### src/rtl/mul_datapath_if.sv
// Operand/control/result bundle for the shift-free repeated-addition multiplier.
// The controller drives the master side; mul_datapath sits on the slave side.
interface mul_datapath_if #(
  parameter int WIDTH = 16
);
  logic [WIDTH-1:0] data_in;
  logic             ldA;
  logic             ldB;
  logic             ldP;
  logic             clrP;
  logic             decB;
  logic             eqz;
  logic [WIDTH-1:0] product;
  logic             ovf;

  modport master (
    output data_in, ldA, ldB, ldP, clrP, decB,
    input  eqz, product, ovf
  );

  modport slave (
    input  data_in, ldA, ldB, ldP, clrP, decB,
    output eqz, product, ovf
  );
endinterface

### src/rtl/mul_datapath.sv
// Repeated-addition multiplier datapath: operand A, down-counter B, accumulator P.
// Define MUL_DATAPATH_OVF_EN to build the sticky accumulate-overflow flag; otherwise ovf is tied low.
module mul_datapath #(
  parameter int WIDTH = 16
) (
  input  logic          clk,
  input  logic          rst,
  mul_datapath_if.slave bus
);

  logic [WIDTH-1:0] a_q, a_d;
  logic [WIDTH-1:0] b_q, b_d;
  logic [WIDTH-1:0] p_q, p_d;
  logic             b_zero;
  logic             acc_en;

  assign b_zero = (b_q == '0);
  // Accumulation is gated by B so surplus ldP cycles leave the result untouched.
  assign acc_en = bus.ldP && !b_zero;

  always_comb begin
    a_d = a_q;
    if (bus.ldA) a_d = bus.data_in;
  end

  always_comb begin
    b_d = b_q;
    if (bus.ldB)                b_d = bus.data_in;
    else if (bus.decB && !b_zero) b_d = b_q - 1'b1;
  end

`ifdef MUL_DATAPATH_OVF_EN
  logic [WIDTH:0] sum;
  logic           ovf_q, ovf_d;

  assign sum = {1'b0, p_q} + {1'b0, a_q};

  always_comb begin
    p_d   = p_q;
    ovf_d = ovf_q;
    if (bus.clrP) begin
      p_d   = '0;
      ovf_d = 1'b0;
    end else if (acc_en) begin
      p_d = sum[WIDTH-1:0];
      if (sum[WIDTH]) ovf_d = 1'b1;
    end
  end

  always_ff @(posedge clk) begin
    if (rst) ovf_q <= 1'b0;
    else     ovf_q <= ovf_d;
  end

  assign bus.ovf = ovf_q;
`else
  always_comb begin
    p_d = p_q;
    if (bus.clrP)    p_d = '0;
    else if (acc_en) p_d = p_q + a_q;
  end

  assign bus.ovf = 1'b0;
`endif

  always_ff @(posedge clk) begin
    if (rst) begin
      a_q <= '0;
      b_q <= '0;
      p_q <= '0;
    end else begin
      a_q <= a_d;
      b_q <= b_d;
      p_q <= p_d;
    end
  end

  assign bus.eqz     = b_zero;
  assign bus.product = p_q;

endmodule

### src/flat_wrapper.sv
// flat-port wrapper written by rule: the top's interface ports become plain ports
module mul_datapath_flat 
#(
  parameter int WIDTH = 16
)
  (clk, rst, bus_data_in, bus_ldA, bus_ldB, bus_ldP, bus_clrP, bus_decB, bus_eqz, bus_product, bus_ovf);
  mul_datapath_if #(.WIDTH(WIDTH)) bus_i ();
  input  logic clk;
  input  logic rst;
  input wire logic [$bits(bus_i.data_in)-1:0] bus_data_in;
  input wire logic [$bits(bus_i.ldA)-1:0] bus_ldA;
  input wire logic [$bits(bus_i.ldB)-1:0] bus_ldB;
  input wire logic [$bits(bus_i.ldP)-1:0] bus_ldP;
  input wire logic [$bits(bus_i.clrP)-1:0] bus_clrP;
  input wire logic [$bits(bus_i.decB)-1:0] bus_decB;
  output wire logic [$bits(bus_i.eqz)-1:0] bus_eqz;
  output wire logic [$bits(bus_i.product)-1:0] bus_product;
  output wire logic [$bits(bus_i.ovf)-1:0] bus_ovf;
  assign bus_i.data_in = bus_data_in;
  assign bus_i.ldA = bus_ldA;
  assign bus_i.ldB = bus_ldB;
  assign bus_i.ldP = bus_ldP;
  assign bus_i.clrP = bus_clrP;
  assign bus_i.decB = bus_decB;
  assign bus_eqz = bus_i.eqz;
  assign bus_product = bus_i.product;
  assign bus_ovf = bus_i.ovf;
  mul_datapath #(.WIDTH(WIDTH)) u_core (.clk(clk), .rst(rst), .bus(bus_i));
endmodule
### config.mk
export PLATFORM = sky130hd
export DESIGN_NAME = mul_datapath_flat
export DESIGN_NICKNAME = d
export VERILOG_FILES = /design/src/rtl/mul_datapath_if.sv /design/src/rtl/mul_datapath.sv /design/src/flat_wrapper.sv
export SDC_FILE = /design/constraint.sdc
export NUM_CORES = 1
export LEC_CHECK = 0
export CAP_MARGIN = 15
export CORE_UTILIZATION = 39
export CTS_CLUSTER_SIZE = 14
export DETAILED_ROUTE_END_ITERATION = 12
export PLACE_DENSITY_LB_ADDON = 0.2
export SYNTH_ARGS = -nofsm -noshare
export SYNTH_HDL_FRONTEND = slang
export SYNTH_SLANG_ARGS = --single-unit
### constraint.sdc
create_clock -name clk -period 3 [get_ports clk]
set_input_delay 0.9 -clock clk [delete_from_list [all_inputs] [get_ports clk]]
set_output_delay 0.9 -clock clk [all_outputs]
set_load 0.005 [all_outputs]
; ---- Word-level counts from Yosys, hierarchy flattened
; Index checks and enable logic that the tools add are counted.
[word_totals]
ff_bits = 48
input_bits = 23
output_inout_bits = 18
elab_cells = 13
[op_classes]
add_sub_neg = 2
mux = 2
reduce_logical = 6
[ops]
columns = operator, n
row1 = $mux W16, 2
row2 = $add A16 B16 Y16, 1
row3 = $logic_not A16 Y1, 1
row4 = $sub A16 B1 Y16 const B, 1
row5 = $logic_and A1 B1 Y1, 2
row6 = $reduce_bool A2 Y1, 1
row7 = $reduce_or A2 Y1, 1
row8 = $logic_not A1 Y1, 1

; ---- Longest topological paths before layout
; Gate-level depths: netlist of the first run.
[depth]
word_depth = 5
mapped_depth = 10
ltp_nobuf = 8

; ---- Least setup slack after synthesis of the first run
; Ideal clock, no wire load.
[synth_timing]
path_kind = reg-to-output
from = reg u_core.b_q[2]
to = out bus_eqz
arrival_time_ns = 1.511
t_required_ns = 2.100
setup_slack_ns = 0.589
stages_incl_launch_ff = 5
n_path_buf = 1
path_cell_list = dfxtp_1 -> or4_1 -> buf_2 -> nor4b_1 -> and3b_1
[synth_between]
elab_chain_cells = 1
[synth_rtl]
columns = item, line
row1 = "start, declared", mul_datapath.sv:12  ; logic [WIDTH-1:0] b_q, b_d;
row2 = "start signal, assigned", mul_datapath.sv:69  ; b_q <= '0;
row3 = "start signal, assigned", mul_datapath.sv:73  ; b_q <= b_d;
row4 = $logic_not A16 Y1, mul_datapath.sv:17  ; assign b_zero = (b_q == '0);
row5 = "end, declared", flat_wrapper.sv:16  ; output wire logic [$bits(bus_i.eqz)-1:0] bus_eqz;
; No other way between the ends.

; ---- Worst setup path after layout of the first run
[layout_timing]
from = reg u_core.b_q[6]
to = out bus_eqz
; Same word-level chain as after synthesis.

==> flow_metrics.env, run 1 <==
export IMPL_status="completed"
export IMPL_power_density_nw_per_um2=416
export IMPL_area_growth_pct=20.6
export IMPL_die_w_um=87.3
export IMPL_ys_async_sr_fraction_pct=0
export IMPL_worstHoldStart="u_core.bus.product[14]$_SDFFE_PP0P_"
export IMPL_startpoint="u_core.b_q[6]$_SDFFE_PP0P_"
export IMPL_peakVddDrop_uv=262
export IMPL_die_area_um2=7620
export IMPL_cts_tree="yes"
export IMPL_synth_top_cells_by_count="48 x dfxtp_1, 41 x nor2_1, 30 x nand2_1"
export IMPL_path_cells="or4_4 > nor4b_4 > and3b_1 > dlygate4sd2_1"
export IMPL_globalRouteOverflowTotal=0
export IMPL_worstPathArrival_ns=1.89
export IMPL_hold_viol_final=0
export IMPL_synth_area_top_cells="dfxtp_1 34%, mux2i_1 10%, ha_1 7.1%"
export IMPL_clk_root_buffer_cell="clkbuf_8"
export IMPL_clk_latency_ns=0.30
export IMPL_crit_required_ns=2.10
export IMPL_post_route_drc_count=0
export IMPL_syn_area_um2=2840
export IMPL_numCtsBuffers=5
export IMPL_grt_pass1_wl_um=10700
export IMPL_routed_wl_um=6490
export IMPL_timing_rr_start="u_core.bus.product[0]$_SDFFE_PP0P_"
export IMPL_ios=41
export IMPL_slowest_delay_ns=0.53
export IMPL_setup_tns_ns=0
export IMPL_start_util_pct=41.1
export IMPL_cp_slowest_cell="or4_4"
export IMPL_worst_pin_slew_ns=0.719
export IMPL_path_class="reg2out"
export IMPL_fp_coreArea_um2=6910
export IMPL_synth_most_common_cell="dfxtp_1"
export IMPL_ant_nets=0
export IMPL_firstDrtPassIters=4
export IMPL_synth_ff_type="dfxtp_1"
export IMPL_synth_seq_cells=48
export IMPL_max_cap_viol_count=0
export IMPL_layout_nets=413
export IMPL_antenna_found_initial=0
export IMPL_layout_min_cycle_time_ns=2.79
export IMPL_maxSlewHeadroom_pct=51.9
export IMPL_grt_max_degree=34
export IMPL_period_share_pct=92.8
export IMPL_die_h_um=87.3
export IMPL_diodes=0
export IMPL_htreeDepth=2
export IMPL_syn_avg_cell_area_um2=8.35
export IMPL_vias=2442
export IMPL_routabilityCongestion=0.870
export IMPL_dp_hpwl_um=4810
export IMPL_hold_class="reg2reg"
export IMPL_startpoint_type="register"
export IMPL_yosysTopAreaCell="dfxtp_1"
export IMPL_drt_iter0_markers=113
export IMPL_final_max_slew_viol_count=0
export IMPL_synth_edff_count=0
export IMPL_p_total_w=0.00142
export IMPL_grt_pass1_vias=2300
export IMPL_cts_sinks=48
export IMPL_grt_use_total_pct=18.1
export IMPL_finish_utilization_pct=49.6
export IMPL_final_layout_size_suffix_gt1_share_pct=6.95
export IMPL_viasPerCell=5.20
export IMPL_syn_inst=340
export IMPL_cts_buffer_depth=2
export IMPL_yosys_warnings=0
export IMPL_wl_per_cell_um=13.8
export IMPL_seq_area_frac_synth_pct=33.8
export IMPL_fp_row_count=30
export IMPL_synth_top_area_share_pct=33.8
export IMPL_setup_viol=0
export IMPL_fmax_mhz=359
export IMPL_cp_end_kind="output pin"
export IMPL_ys_types=45
export IMPL_hold_buffers=0
export IMPL_fin_skew_ns=0.00459
export IMPL_rsz0062_at_grt="no"
export IMPL_synth_nets=380
export IMPL_cellLeakagePower_nw=1.37
export IMPL_clkSlewWorstSetupHoldPaths_ns=0.09
export IMPL_port_buffer_count=39
export IMPL_worstPathMaxFanout=5
per-stage QoR:
stage	area, um2	setup slack (ns)	hold slack, ns	cells
after floorplan	2840	0.589	0.460	340
after global placement	3300	0.111	0.457	462
after detailed placement	3300	0.131	0.465	462
after CTS	3420	0.195	0.478	470
after global routing	3420	0.141	0.501	470
final	3420	0.215	0.472	470
cell type report:
cell class | count | area (um2)
fill | 711 | 3480
multi-input combinational | 264 | 1770
sequential | 48 | 966
timing repair buffer | 47 | 449
tap | 96 | 120
clock buffer | 7 | 86.3
inverter | 7 | 26.3
clock inverter | 1 | 7.51
sequential cells by signal, summed over array words and instances, names as in the netlist:
name and flops:
u_core.a_q 16, u_core.b_q 16, u_core.bus.product 16
cells in the final DEF, fill, tap and decap left out, types with 3 or more instances in the layout:
| cell | instances |
|---|---|
| ha_1 | 16 |
| buf_4 | 8 |
| nand4b_1 | 4 |
| clkbuf_8 | 6 |
| nor2b_1 | 4 |
| a21oi_1 | 26 |
| inv_1 | 7 |
| clkdlybuf4s50_1 | 38 |
| xnor2_1 | 20 |
| nand2_1 | 30 |
| nor3_1 | 13 |
| a211oi_1 | 4 |
| nand4_1 | 11 |
| or3_1 | 3 |
| mux2i_1 | 29 |
| nor2_1 | 41 |
| a31oi_1 | 3 |
| xor2_1 | 4 |
| o21ai_0 | 13 |
| dfxtp_1 | 46 |
| nand3_1 | 11 |
logic make-up (layout without fill, tap and decap cells):
logic type      Yosys count  after routing  share of synthesized area [%]
compound gates           62             62                           13.3
xor+xnor                 24             24                           7.40
fa+ha+maj                17             17                           7.76
buf+inv                  28             62                           4.89
flops                    48             48                           33.8
mux                      29             29                           10.2
other cells               1              1                          0.132
simple gates            131            131                           22.5
metal layers:
metal  global-route usage (%)  share of wire, %
met1                     24.2                49
met2                     29.4                46
met3                     3.13               3.9
met4                     6.26               1.6
met5                        0                 0
worst max-delay path, delay by kind of cell, from the launching register on:
| family | cells | cell delay, ns |
|---|---|---|
| AND/OR/NAND/NOR | 3 | 0.98 |
| flip-flops | 1 | 0.37 |
| buffers and inverters | 1 | 0.23 |
path summary, 6_finish.rpt:
kind	endpoint	slack, ns	depth (start not counted)
max reg2reg	u_core.bus.product[14]$_SDFFE_PP0P_	0.58	8
min	u_core.bus.product[14]$_SDFFE_PP0P_	0.47	2
max	bus_eqz	0.21	4
min reg2reg	u_core.bus.product[14]$_SDFFE_PP0P_	0.47	2
timing repair:
action                                  in CTS  in global routing
setup buffers                                0                  0
endpoints found under the setup margin       1                  0
gates resized for setup                      9                  0
power by group:
| part | internal [W] | leakage, nW | switching [W] |
|---|---|---|---|
| clock network | 0.000188 | 0.0445 | 0.000224 |
| logic | 0.000152 | 0.926 | 0.000155 |
| registers | 0.000674 | 0.395 | 0.0000328 |
Power figures use the tool's default switching activity.
==> inputs of run 2 (changes only) <==
- CTS_BUF_LIST: unset -> sky130_fd_sc_hd__clkbuf_2 sky130_fd_sc_hd__clkbuf_4 sky130_fd_sc_hd__clkbuf_8
==> run 2 against run 1 <==
Net effect:
- sequential power is essentially flat
- clock skew grew 0.0026 ns
- final cell count is the same
==> flow_metrics.env, run 2 (synthesized netlist as in run 1, its figures left out) <==
export IMPL_final_layout_size_suffix_gt1_share_pct=7.22
export IMPL_cp_buffers_inverters=1
export IMPL_grt_use_total_pct=18.2
export IMPL_ios=41
export IMPL_seq_area_um2=966
export IMPL_die_area_um2=7620
export IMPL_multiInputGateArea_um2=1770
export IMPL_period_share_pct=92.9
export IMPL_rsz0062_at_grt="no"
export IMPL_globalRouteOverflowTotal=0
export IMPL_cp_end_kind="output pin"
export IMPL_die_w_um=87.3
export IMPL_diodes=0
export IMPL_n_fill_cell=713
export IMPL_setup_tns_ns=0
export IMPL_path_delay_family="simple AND/OR/NAND/NOR gates"
export IMPL_max_cap_viol_count=0
export IMPL_fmax_mhz=359
export IMPL_path_cells="or4_4 > nor4b_4 > and3b_1 > dlygate4sd2_1"
export IMPL_start_util_pct=41.1
export IMPL_numCtsBuffers=5
export IMPL_place_inst=462
export IMPL_dp_hpwl_um=4810
export IMPL_cts_buffer_depth=2
export IMPL_fin_skew_ns=0.00720
export IMPL_mostFrequentLayoutCells="46 x dfxtp_1, 41 x nor2_1, 38 x clkdlybuf4s50_1"
export IMPL_peakVddDrop_uv=265
export IMPL_routabilityCongestion=0.870
export IMPL_maxSlewHeadroom_pct=52.4
export IMPL_grt_pass1_wl_um=10700
export IMPL_area_growth_pct=20.7
export IMPL_status="completed"
export IMPL_startpoint_type="register"
export IMPL_hold_viol_final=0
export IMPL_clk_latency_ns=0.31
export IMPL_die_h_um=87.3
export IMPL_grt_pass1_vias=2299
export IMPL_post_route_drc_count=0
export IMPL_clkSlewWorstSetupHoldPaths_ns=0.09
export IMPL_routed_wl_um=6490
export IMPL_crit_required_ns=2.10
export IMPL_post_cts_setup_buffer_count=0
export IMPL_worstPathArrival_ns=1.89
export IMPL_final_common_cell="dfxtp_1"
export IMPL_htreeDepth=2
export IMPL_drt_iter0_markers=84
export IMPL_ant_nets=0
export IMPL_final_cells=470
export IMPL_worstPathMaxFanout=5
export IMPL_wl_per_cell_um=13.8
export IMPL_setup_viol=0
export IMPL_hold_class="reg2reg"
export IMPL_placed_cell_area_um2=3300
export IMPL_cp_slowest_cell="or4_4"
export IMPL_path_class="reg2out"
export IMPL_antenna_found_initial=0
export IMPL_final_max_slew_viol_count=0
export IMPL_port_buffer_count=39
export IMPL_fp_row_count=30
export IMPL_vias=2434
export IMPL_firstDrtPassIters=4
export IMPL_power_density_nw_per_um2=419
export IMPL_cts_tree="yes"
export IMPL_cellLeakagePower_nw=1.37
export IMPL_cts_sinks=48
export IMPL_worst_pin_slew_ns=0.711
export IMPL_fp_coreArea_um2=6910
export IMPL_layout_min_cycle_time_ns=2.79
export IMPL_clk_root_buffer_cell="clkbuf_8"
export IMPL_layout_nets=413
export IMPL_slowest_delay_ns=0.53
export IMPL_fin_area_um2=3430
export IMPL_grt_max_degree=34
export IMPL_viasPerCell=5.18
==> run 2: changes by cell type in the layout (fill, tap and decap cells not counted) <==
cell      before  now
clkbuf_4       0    1
clkbuf_1       1    0
==> run 2: routing by layer <==
| metal | wire, um | GRT usage, % | vias up |
|---|---|---|---|
| met2 | 2970 | 29.4 | 44 |
| met1 | 3170 | 24.3 | 1114 |
| met5 | 0 | 0 | - |
| li1 | - | - | 1269 |
| met4 | 102 | 6.26 | 0 |
| met3 | 251 | 3.13 | 7 |
==> run 2: path summary, 6_finish.rpt <==
kind                                  startpoint                                  end  slack, ns  depth (start not counted)
max reg2reg   u_core.bus.product[0]$_SDFFE_PP0P_  u_core.bus.product[14]$_SDFFE_PP0P_       0.58                          8
min reg2reg  u_core.bus.product[14]$_SDFFE_PP0P_  u_core.bus.product[14]$_SDFFE_PP0P_       0.47                          2
min          u_core.bus.product[14]$_SDFFE_PP0P_  u_core.bus.product[14]$_SDFFE_PP0P_       0.47                          2
max                   u_core.b_q[6]$_SDFFE_PP0P_                              bus_eqz       0.21                          4
==> run 2: power by group <==
part	internal [W]	switching [W]
clock	0.000197	0.000225
sequential	0.000674	0.0000330
combinational	0.000152	0.000155
==> run 2: worst reg2reg max path, stage by stage, from the launching register on <==
cell and delay, ns:
dfxtp_1 0.34, ha_1 0.24, fa_1 0.44, a211oi_1 0.38
o21bai_1 0.13, a21oi_1 0.33, o21ai_0 0.19, mux2i_1 0.20
nand2_1 0.07
==> run 2: timing repair <==
action,4_1_cts,5_1_grt
setup endpoints to repair,1,0
gates resized for setup,9,0
hold buffers,0,0
==> run 2: cell type report <==
class | instances | share of cell area, %
multi-input combinational | 264 | 51.6
sequential | 48 | 28.2
tap | 96 | 3.50
clock buffer | 7 | 2.63
timing repair buffer | 47 | 13.1
inverter | 7 | 0.767
clock inverter | 1 | 0.219
==> run 2: through the flow <==
step           hold WS [ns]  setup WS (ns)  total power, W  util (%)
5_1_grt               0.501          0.141         0.00152      49.6
3_3_place_gp          0.457          0.111         0.00101      47.7
4_1_cts               0.478          0.195         0.00145      49.6
3_5_place_dp          0.465          0.131         0.00102      47.7
6_report              0.472          0.214         0.00144      49.6
2_1_floorplan         0.460          0.589        0.000920         -
==> inputs of run 3 (changes only) <==
- SLEW_MARGIN: unset -> 0
- TNS_END_PERCENT: unset -> 10
==> results of run 3 <==
Final layout, timing and power as in run 2 (identical DEF).
